--- config.mk ---
export PLATFORM = sky130hd
export DESIGN_NAME = master_cmd_dispatcher
export DESIGN_NICKNAME = d
export VERILOG_FILES = /design/src/rtl/master_cmd_dispatcher.sv
export SDC_FILE = /design/constraint.sdc
export NUM_CORES = 1
export LEC_CHECK = 0
export ABC_AREA = 1
export BUFFER_PORTS_ARGS = -buffer_cell sky130_fd_sc_hd__buf_2
export CAP_MARGIN = 20
export CORE_ASPECT_RATIO = 1.25
export CORE_UTILIZATION = 55
export CTS_BUF_LIST = sky130_fd_sc_hd__clkbuf_8 sky130_fd_sc_hd__clkbuf_16
export DETAILED_ROUTE_END_ITERATION = 10
export HOLD_SLACK_MARGIN = 0.02
export PLACE_DENSITY = 0.83
export SYNTH_ARGS = -nofsm -noshare
export SYNTH_HDL_FRONTEND = slang
export SYNTH_SLANG_ARGS = --single-unit
--- constraint.sdc ---
create_clock -name Clk -period 2.2 [get_ports Clk]
set_input_delay 0.44 -clock Clk [delete_from_list [all_inputs] [get_ports Clk]]
set_output_delay 0.44 -clock Clk [all_outputs]
set_load 0.05 [all_outputs]
--- src/rtl/master_cmd_dispatcher.sv ---
// rtl/master_cmd_dispatcher.sv - master command dispatcher: opcode decode, frame-synchronised stop, auto-clear
//
// Ports:
//   Clk        in   1       system clock, rising edge
//   Rst        in   1       synchronous reset, active low
//   USBRReady  in   1       USB word-ready flag; its rising edge qualifies USBRcv
//   USBRcv     in   CMD_W   USB command word
//   FrameEnd   in   1       level: current measurement frame is complete
//   En         out  NUM_CH  channel enables, one-hot or zero
//   Cmd        out  CMD_W   last accepted command
//   Stat       out  2       00 IDLE, 01 DECODE, 10 STOP_WAIT
//   Busy       out  1       high while Stat != IDLE
//   CmdErr     out  1       one-cycle pulse: invalid opcode or command edge while Busy
//   StopTmo    out  1       one-cycle pulse: stop forced by timeout
//   TestLED    out  1       toggles on channel-0 start and on auto-clear
module master_cmd_dispatcher #(
  parameter int                CMD_W      = 16,
  parameter int                OP_W       = 8,
  parameter int                NUM_CH     = 5,
  parameter int                STOP_OP    = 6,
  parameter logic [NUM_CH-1:0] PULSE_MASK = 5'b10000,
  parameter logic [3:0]        AUTO_TAG_A = 4'h1,
  parameter logic [3:0]        AUTO_TAG_B = 4'hE,
  parameter int                TMO_W      = 16,
  parameter logic [TMO_W-1:0]  STOP_TMO   = 16'hFFFF
) (
  input  logic              Clk,
  input  logic              Rst,
  input  logic              USBRReady,
  input  logic [CMD_W-1:0]  USBRcv,
  input  logic              FrameEnd,
  output logic [NUM_CH-1:0] En,
  output logic [CMD_W-1:0]  Cmd,
  output logic [1:0]        Stat,
  output logic              Busy,
  output logic              CmdErr,
  output logic              StopTmo,
  output logic              TestLED
);

  typedef enum logic [1:0] {
    IDLE      = 2'b00,
    DECODE    = 2'b01,
    STOP_WAIT = 2'b10
  } state_t;

  localparam logic [OP_W-1:0]  OP_STOP  = OP_W'(STOP_OP);
  localparam logic [OP_W-1:0]  OP_MAXCH = OP_W'(NUM_CH);
  localparam logic [OP_W-1:0]  OP_CH0   = OP_W'(1);
  localparam logic [TMO_W-1:0] TMO_LAST = STOP_TMO - TMO_W'(1);

  state_t            state;
  state_t            stateNext;
  logic              prevRdy;
  logic [TMO_W-1:0]  tmo;
  logic [TMO_W-1:0]  tmoNext;
  logic [NUM_CH-1:0] enNext;
  logic [CMD_W-1:0]  cmdNext;
  logic              cmdErrNext;
  logic              stopTmoNext;
  logic              ledNext;

  logic              newWord;
  logic [OP_W-1:0]   rcvOp;
  logic [OP_W-1:0]   cmdOp;
  logic [3:0]        cmdTag;
  logic              rcvOpValid;
  logic              autoClear;
  logic [NUM_CH-1:0] cmdOneHot;

  assign newWord    = USBRReady & ~prevRdy;
  assign rcvOp      = USBRcv[OP_W-1:0];
  assign cmdOp      = Cmd[OP_W-1:0];
  assign cmdTag     = Cmd[CMD_W-1 -: 4];
  assign rcvOpValid = ((rcvOp != '0) && (rcvOp <= OP_MAXCH)) || (rcvOp == OP_STOP);
  assign autoClear  = FrameEnd && ((cmdTag == AUTO_TAG_A) || (cmdTag == AUTO_TAG_B));

  assign Stat = state;
  assign Busy = (state != IDLE);

  // Opcode k maps to En[k-1]; opcodes outside 1..NUM_CH give zero.
  always_comb begin
    cmdOneHot = '0;
    for (int i = 0; i < NUM_CH; i++) begin
      cmdOneHot[i] = (cmdOp == OP_W'(i + 1));
    end
  end

  always_ff @(posedge Clk) begin
    if (!Rst) begin
      state   <= IDLE;
      prevRdy <= 1'b0;
      tmo     <= '0;
      En      <= '0;
      Cmd     <= '0;
      CmdErr  <= 1'b0;
      StopTmo <= 1'b0;
      TestLED <= 1'b1;
    end else begin
      state   <= stateNext;
      prevRdy <= USBRReady;
      tmo     <= tmoNext;
      En      <= enNext;
      Cmd     <= cmdNext;
      CmdErr  <= cmdErrNext;
      StopTmo <= stopTmoNext;
      TestLED <= ledNext;
    end
  end

  always_comb begin
    stateNext   = state;
    tmoNext     = tmo;
    enNext      = En;
    cmdNext     = Cmd;
    cmdErrNext  = 1'b0;
    stopTmoNext = 1'b0;
    ledNext     = TestLED;

    case (state)
      IDLE: begin
        // Pulse channels are only ever set on the DECODE->IDLE step, so
        // dropping them on every IDLE cycle makes them exactly one cycle wide.
        enNext = En & ~PULSE_MASK;
        if (autoClear) begin
          // A word arriving together with the auto-clear is dropped silently.
          enNext  = '0;
          cmdNext = '0;
          ledNext = ~TestLED;
        end else if (newWord) begin
          if (rcvOpValid) begin
            cmdNext   = USBRcv;
            stateNext = DECODE;
          end else begin
            cmdErrNext = 1'b1;
          end
        end
      end

      DECODE: begin
        cmdErrNext = newWord;
        if (cmdOp == OP_STOP) begin
          tmoNext   = '0;
          stateNext = STOP_WAIT;
        end else begin
          enNext    = cmdOneHot;
          stateNext = IDLE;
          if (cmdOp == OP_CH0) begin
            ledNext = ~TestLED;
          end
        end
      end

      STOP_WAIT: begin
        cmdErrNext = newWord;
        // FrameEnd is tested first so it wins over a coinciding timeout.
        if (FrameEnd) begin
          enNext    = '0;
          stateNext = IDLE;
        end else if (tmo == TMO_LAST) begin
          enNext      = '0;
          stopTmoNext = 1'b1;
          stateNext   = IDLE;
        end else begin
          tmoNext = tmo + TMO_W'(1);
        end
      end

      default: begin
        stateNext = IDLE;
      end
    endcase
  end

endmodule

---- Word level (Yosys, flattened, before mapping) ----
Cells that the tools add are included.
word-level totals
  input bits .............................. 20
  word-level logic and storage cells ...... 86
  bits in registers ....................... 43
cells by class
  $add $sub $neg .......................... 1
  muxes and demuxes ....................... 28
  eq/ne operators ......................... 22
  $lt $le $gt $ge ......................... 1
  bitwise logic cells ..................... 5
  reduce and logical (&&, ||, !) cells .... 20
operators with widths
  operator                                                        count
  2-to-1 mux 16 bit                                               6
  equality test 8 x 3 -> 1 bit, second input constant             4
  one-hot mux 16 bit (2 select lines)                             1
  inequality test 2 bit, second input constant                    9
  adder 16 x 1 -> 16 bit, second input constant                   1
  equality test 16 bit, second input constant                     1
  equality test 8 x 2 -> 1 bit, second input constant             2
  AND reduction 4 bit                                             4
  2-to-1 mux 5 bit                                                3
  one-hot mux 5 bit (3 select lines)                              1
  2-to-1 mux 2 bit                                                6
  nonzero test 2 bit                                              5
  equality test 8 x 1 -> 1 bit, second input constant             1
  less-or-equal comparator 8 x 3 -> 1 bit, second input constant  1
  nonzero test 8 bit                                              1
  2-to-1 mux 1 bit                                                7
  one-hot mux 2 bit (3 select lines)                              1
  AND reduction 3 bit                                             2
  equality test 4 x 1 -> 1 bit, second input constant             1
  equality test 4 bit, second input constant                      1
  2-to-1 mux 4 bit                                                1
  NOT 1 bit                                                       4
  one-hot mux 1 bit (2 select lines)                              2
  inequality test 3 bit, second input constant                    1
  other kinds (9)                                                 11

---- Depth between registers and ports, before layout ----
  word-level depth ........................ 7
  gate-level depth with buffers ........... 11

---- Least setup slack after synthesis ----
Ideal clock, no wire load.
  path kind ............................... register to register
  start ................................... register state[0] (netlist: Stat[0])
  end ..................................... register tmo[11]
  stages on the path, launching flop included .. 10
  arrival time ............................ 1.932 ns
  period minus slack after synthesis ...... 2.074 ns
  data required time ...................... 2.058 ns
  slack ................................... 0.126 ns
  path through ............................ dfxtp_1 > inv_1 > ha_1 > inv_2 > a21oi_1 > a21oi_4 > nand2_8 > buf_8 > nand2_1 > a21oi_2
between the ends
  longest elaborated chain between the ends .. 3
  elaborated cells between the ends (all ways) .. 8
RTL lines
  element                                                                              RTL line  source
  start: declaration                                                                   52        state_t state;
  start signal: assignment                                                             100       state <= stateNext;
  equality test 2 bit / equality test 2 x 1 -> 1 bit (equally long branches)           120       case (state)
  inequality test 2 bit (no source line) / nonzero test 2 bit (equally long branches)  -
  AND reduction 4 bit (no source line)                                                 -
  end signal: assignment                                                               102       tmo <= tmoNext;
  end: declaration                                                                     55        logic [TMO_W-1:0] tmo;
Several ways; a longest one is shown, not always the timed one.
A chain may end at the register's enable or synchronous reset.

---- Worst setup path after layout ----
  start ................................... register state[0] (netlist: Stat[0])
  end ..................................... register tmo[10]
Same word-level chain as after synthesis.

==> flow_summary.toml <==
[hold_path]
hold_path_class = "primary input to flop"
hold_start = "USBRReady"
hold_depth = 3
min_to = "prevRdy"

[placed_design]
dp_cells = 464
hpwl_um = 4180
finalWeightedCongestion = 0.851
port_buffers = 46

[final_layout]
final_cell_mix = "nand2_1 (115), nor2_1 (62), buf_2 (46), dfxtp_1 (43), inv_1 (34)"
fill_cells = 396
fin_util_pct = 67.9
final_nets = 441
stdcell_count = 472
areaGrowthSynthToFinish_pct = 16.8
multi_input_area_mm2 = 0.00135
drive_gt1_share_pct = 19.7
mostFrequentLayoutCell = "nand2_1"
seq_area_um2 = 861
diodes = 0

[floorplan]
dieArea_mm2 = 0.00464
die_x_um = 61.1
ios = 47
std_cell_rows = 26
chipHeight_um = 75.9
initial_core_util_pct = 58.2
core-area_mm2 = 0.00413

[route]
first_pass_iters = 4
vias = 2420
first_iter_violations = 170
via_per_inst = 5.13
wire_per_inst_um = 12.0
antenna_left = 0
drc = 0
wl_um = 5650

[global_routing]
grt_pass1_vias = 2344
track_usage_pct = 27.4
grt_pass1_wl_um = 9790
antenna_found_initial = 0
grt_max_degree = 17
overflow = 0

[synthesis]
ys_ff_latch = 43
synth-xor-area-share_pct = 1.46
synth_fa_ha_area_share_pct = 3.12
synth-simple-area-share_pct = 41.3
syn_nets = 393
yosysSeqAreaShare_pct = 35.8
synth_compound_area_share_pct = 10.5
synth.area.mux_share_pct = 0
synth_top_family_by_area = "simple AND/OR/NAND/NOR gates"
netlist_area_mm2 = 0.00240
ys_warn_count = 0
ys_types = 29
syn_inst = 367
avgSynthCellArea_um2 = 6.55

[cts]
clock_sinks = 43
clk_pin_slew_ns = 0.09
cts_buffers = 5
holdBufCountCts = 0
htree_levels = 2
clock-root-buffer = "clkbuf_8"
post_cts_buffers = 0
cts_resized = 0
cts_tree = "done"
clkLatencyLatePin_ns = 0.31
clockBufferDepth = 2

[timing]
fin_setup_tns_ns = 0
slew_viol_final = 0
timing.final.crit_share_pct = 92.6
max_freq_mhz = 491
relSlewSlack_pct = 66.2
fin_crit_ns = 2.04
worstMarginPinSlew_ns = 0.506
finalClockSkew_ns = 0.00688
setup_viol = 0
rsz0062_at_grt = "no"
hold_viol = 0

[run_status]
status = "finished, final reports clean"

[critical_path]
r2r_slack_ns = 0.16
r2r-end = "tmo[10]"
critPathMaxFanout = 16
timing.rr.start = "Stat[0]"
cp.required_ns = 2.45
arrival_ns = 2.29
cp-end-kind = "flop"
startpoint = "Stat[0]"
critPathLaunchType = "flop"
worst-setup-path-type = "flop to flop"
reg2regPathDepth = 10

[power]
p_leak_nw = 1.20
power_density_mw_per_mm2 = 626
ir_drop_uv = 571

[flow_run]
drv_cap = 0
worst max-delay path by stage:
| stage | cells past startpoint | endpoint | slack, ns |
|---|---|---|---|
| floorplan | 9 | tmo[11] | 0.13 |
| global placement | 9 | tmo[7] | 0.29 |
| detailed placement | 9 | tmo[4] | 0.13 |
| CTS | 9 | tmo[4] | 0.11 |
| global route | 10 | tmo[10] | 0.02 |
| finish | 10 | tmo[10] | 0.16 |
power by group:
| group | internal [mW] | switching, mW | total, mW |
|---|---|---|---|
| Sequential | 0.797 | 0.0114 | 0.809 |
| Clock | 0.374 | 0.310 | 0.683 |
| Combinational | 0.0699 | 0.195 | 0.265 |
| Total | 1.24 | 0.516 | 1.76 |
flip-flops by register name, summed over array words and instances, names as in the netlist:
| register | cells |
|---|---|
| prevRdy | 1 |
| tmo | 16 |
| CmdErr | 1 |
| En | 5 |
| Cmd | 16 |
| Stat | 2 |
| StopTmo | 1 |
| TestLED | 1 |
worst max-delay path, cell delays in order, from the launching register on:
cell and delay, ns:
dfxtp_1 0.36, inv_1 0.11, ha_1 0.33, inv_4 0.15
nor2_4 0.14, a21oi_1 0.08, a21oi_4 0.31, nand2_8 0.16
inv_4 0.15, nand2_1 0.08, a21oi_2 0.11
logic make-up after synthesis:
family | count (synthesis)
adders and majority gates | 6
and+or+nand+nor | 228
DFF | 43
AOI/OAI and AO/OA | 40
buffers and inverters | 46
xor gates and xnor gates | 4
routing by layer:
| layer | wire (µm) | vias up | global-route usage [%] | share of wire (%) |
|---|---|---|---|---|
| li1 | - | 1254 | - | - |
| met2 | 2980 | 63 | 48.5 | 53 |
| met3 | 234 | 11 | 5.29 | 4.1 |
| met1 | 2320 | 1092 | 30.3 | 41 |
| met5 | 0 | - | 0 | 0 |
| met4 | 119 | 0 | 11.4 | 2.1 |
synth_stat cells, drive strengths merged:
| library cell | instances | share of area [%] |
|---|---|---|
| inv | 37 | 5.9 |
| buf | 3 | 1.0 |
| clkinv | 1 | 0.16 |
| o21ai | 8 | 1.8 |
| nor4 | 1 | 0.26 |
| ha | 6 | 3.1 |
| nor3 | 7 | 1.5 |
| xor2 | 4 | 1.5 |
| a21oi | 31 | 8.3 |
| clkbuf | 5 | 0.78 |
| nand2 | 121 | 21 |
| o21a | 1 | 0.31 |
| nand4 | 6 | 1.6 |
| nand3b | 1 | 0.31 |
| nand3 | 25 | 5.2 |
| nor2 | 67 | 12 |
| dfxtp | 43 | 36 |
layout make-up:
| class | count | area share (%) |
|---|---|---|
| clock buffers | 6 | 2.94 |
| clock inverters | 2 | 1.38 |
| inverters | 38 | 5.26 |
| multi-input cells | 278 | 48.2 |
| flip-flops and latches | 43 | 30.7 |
| well taps | 56 | 2.50 |
| repair buffers | 49 | 9.01 |
metrics by stage:
| step | setup slack (ns) | hold WS, ns | instance area [µm²] | total power [mW] |
|---|---|---|---|---|
| after floorplan | 0.126 | 0.474 | 2400 | 1.03 |
| after global placement | 0.291 | 0.439 | 2680 | 1.08 |
| after detailed placement | 0.129 | 0.440 | 2680 | 1.09 |
| after CTS | 0.108 | 0.344 | 2800 | 1.75 |
| after global routing | 0.0233 | 0.352 | 2810 | 1.81 |
| final | 0.163 | 0.341 | 2810 | 1.76 |
Note: power is estimated with default switching activity, not from simulation.
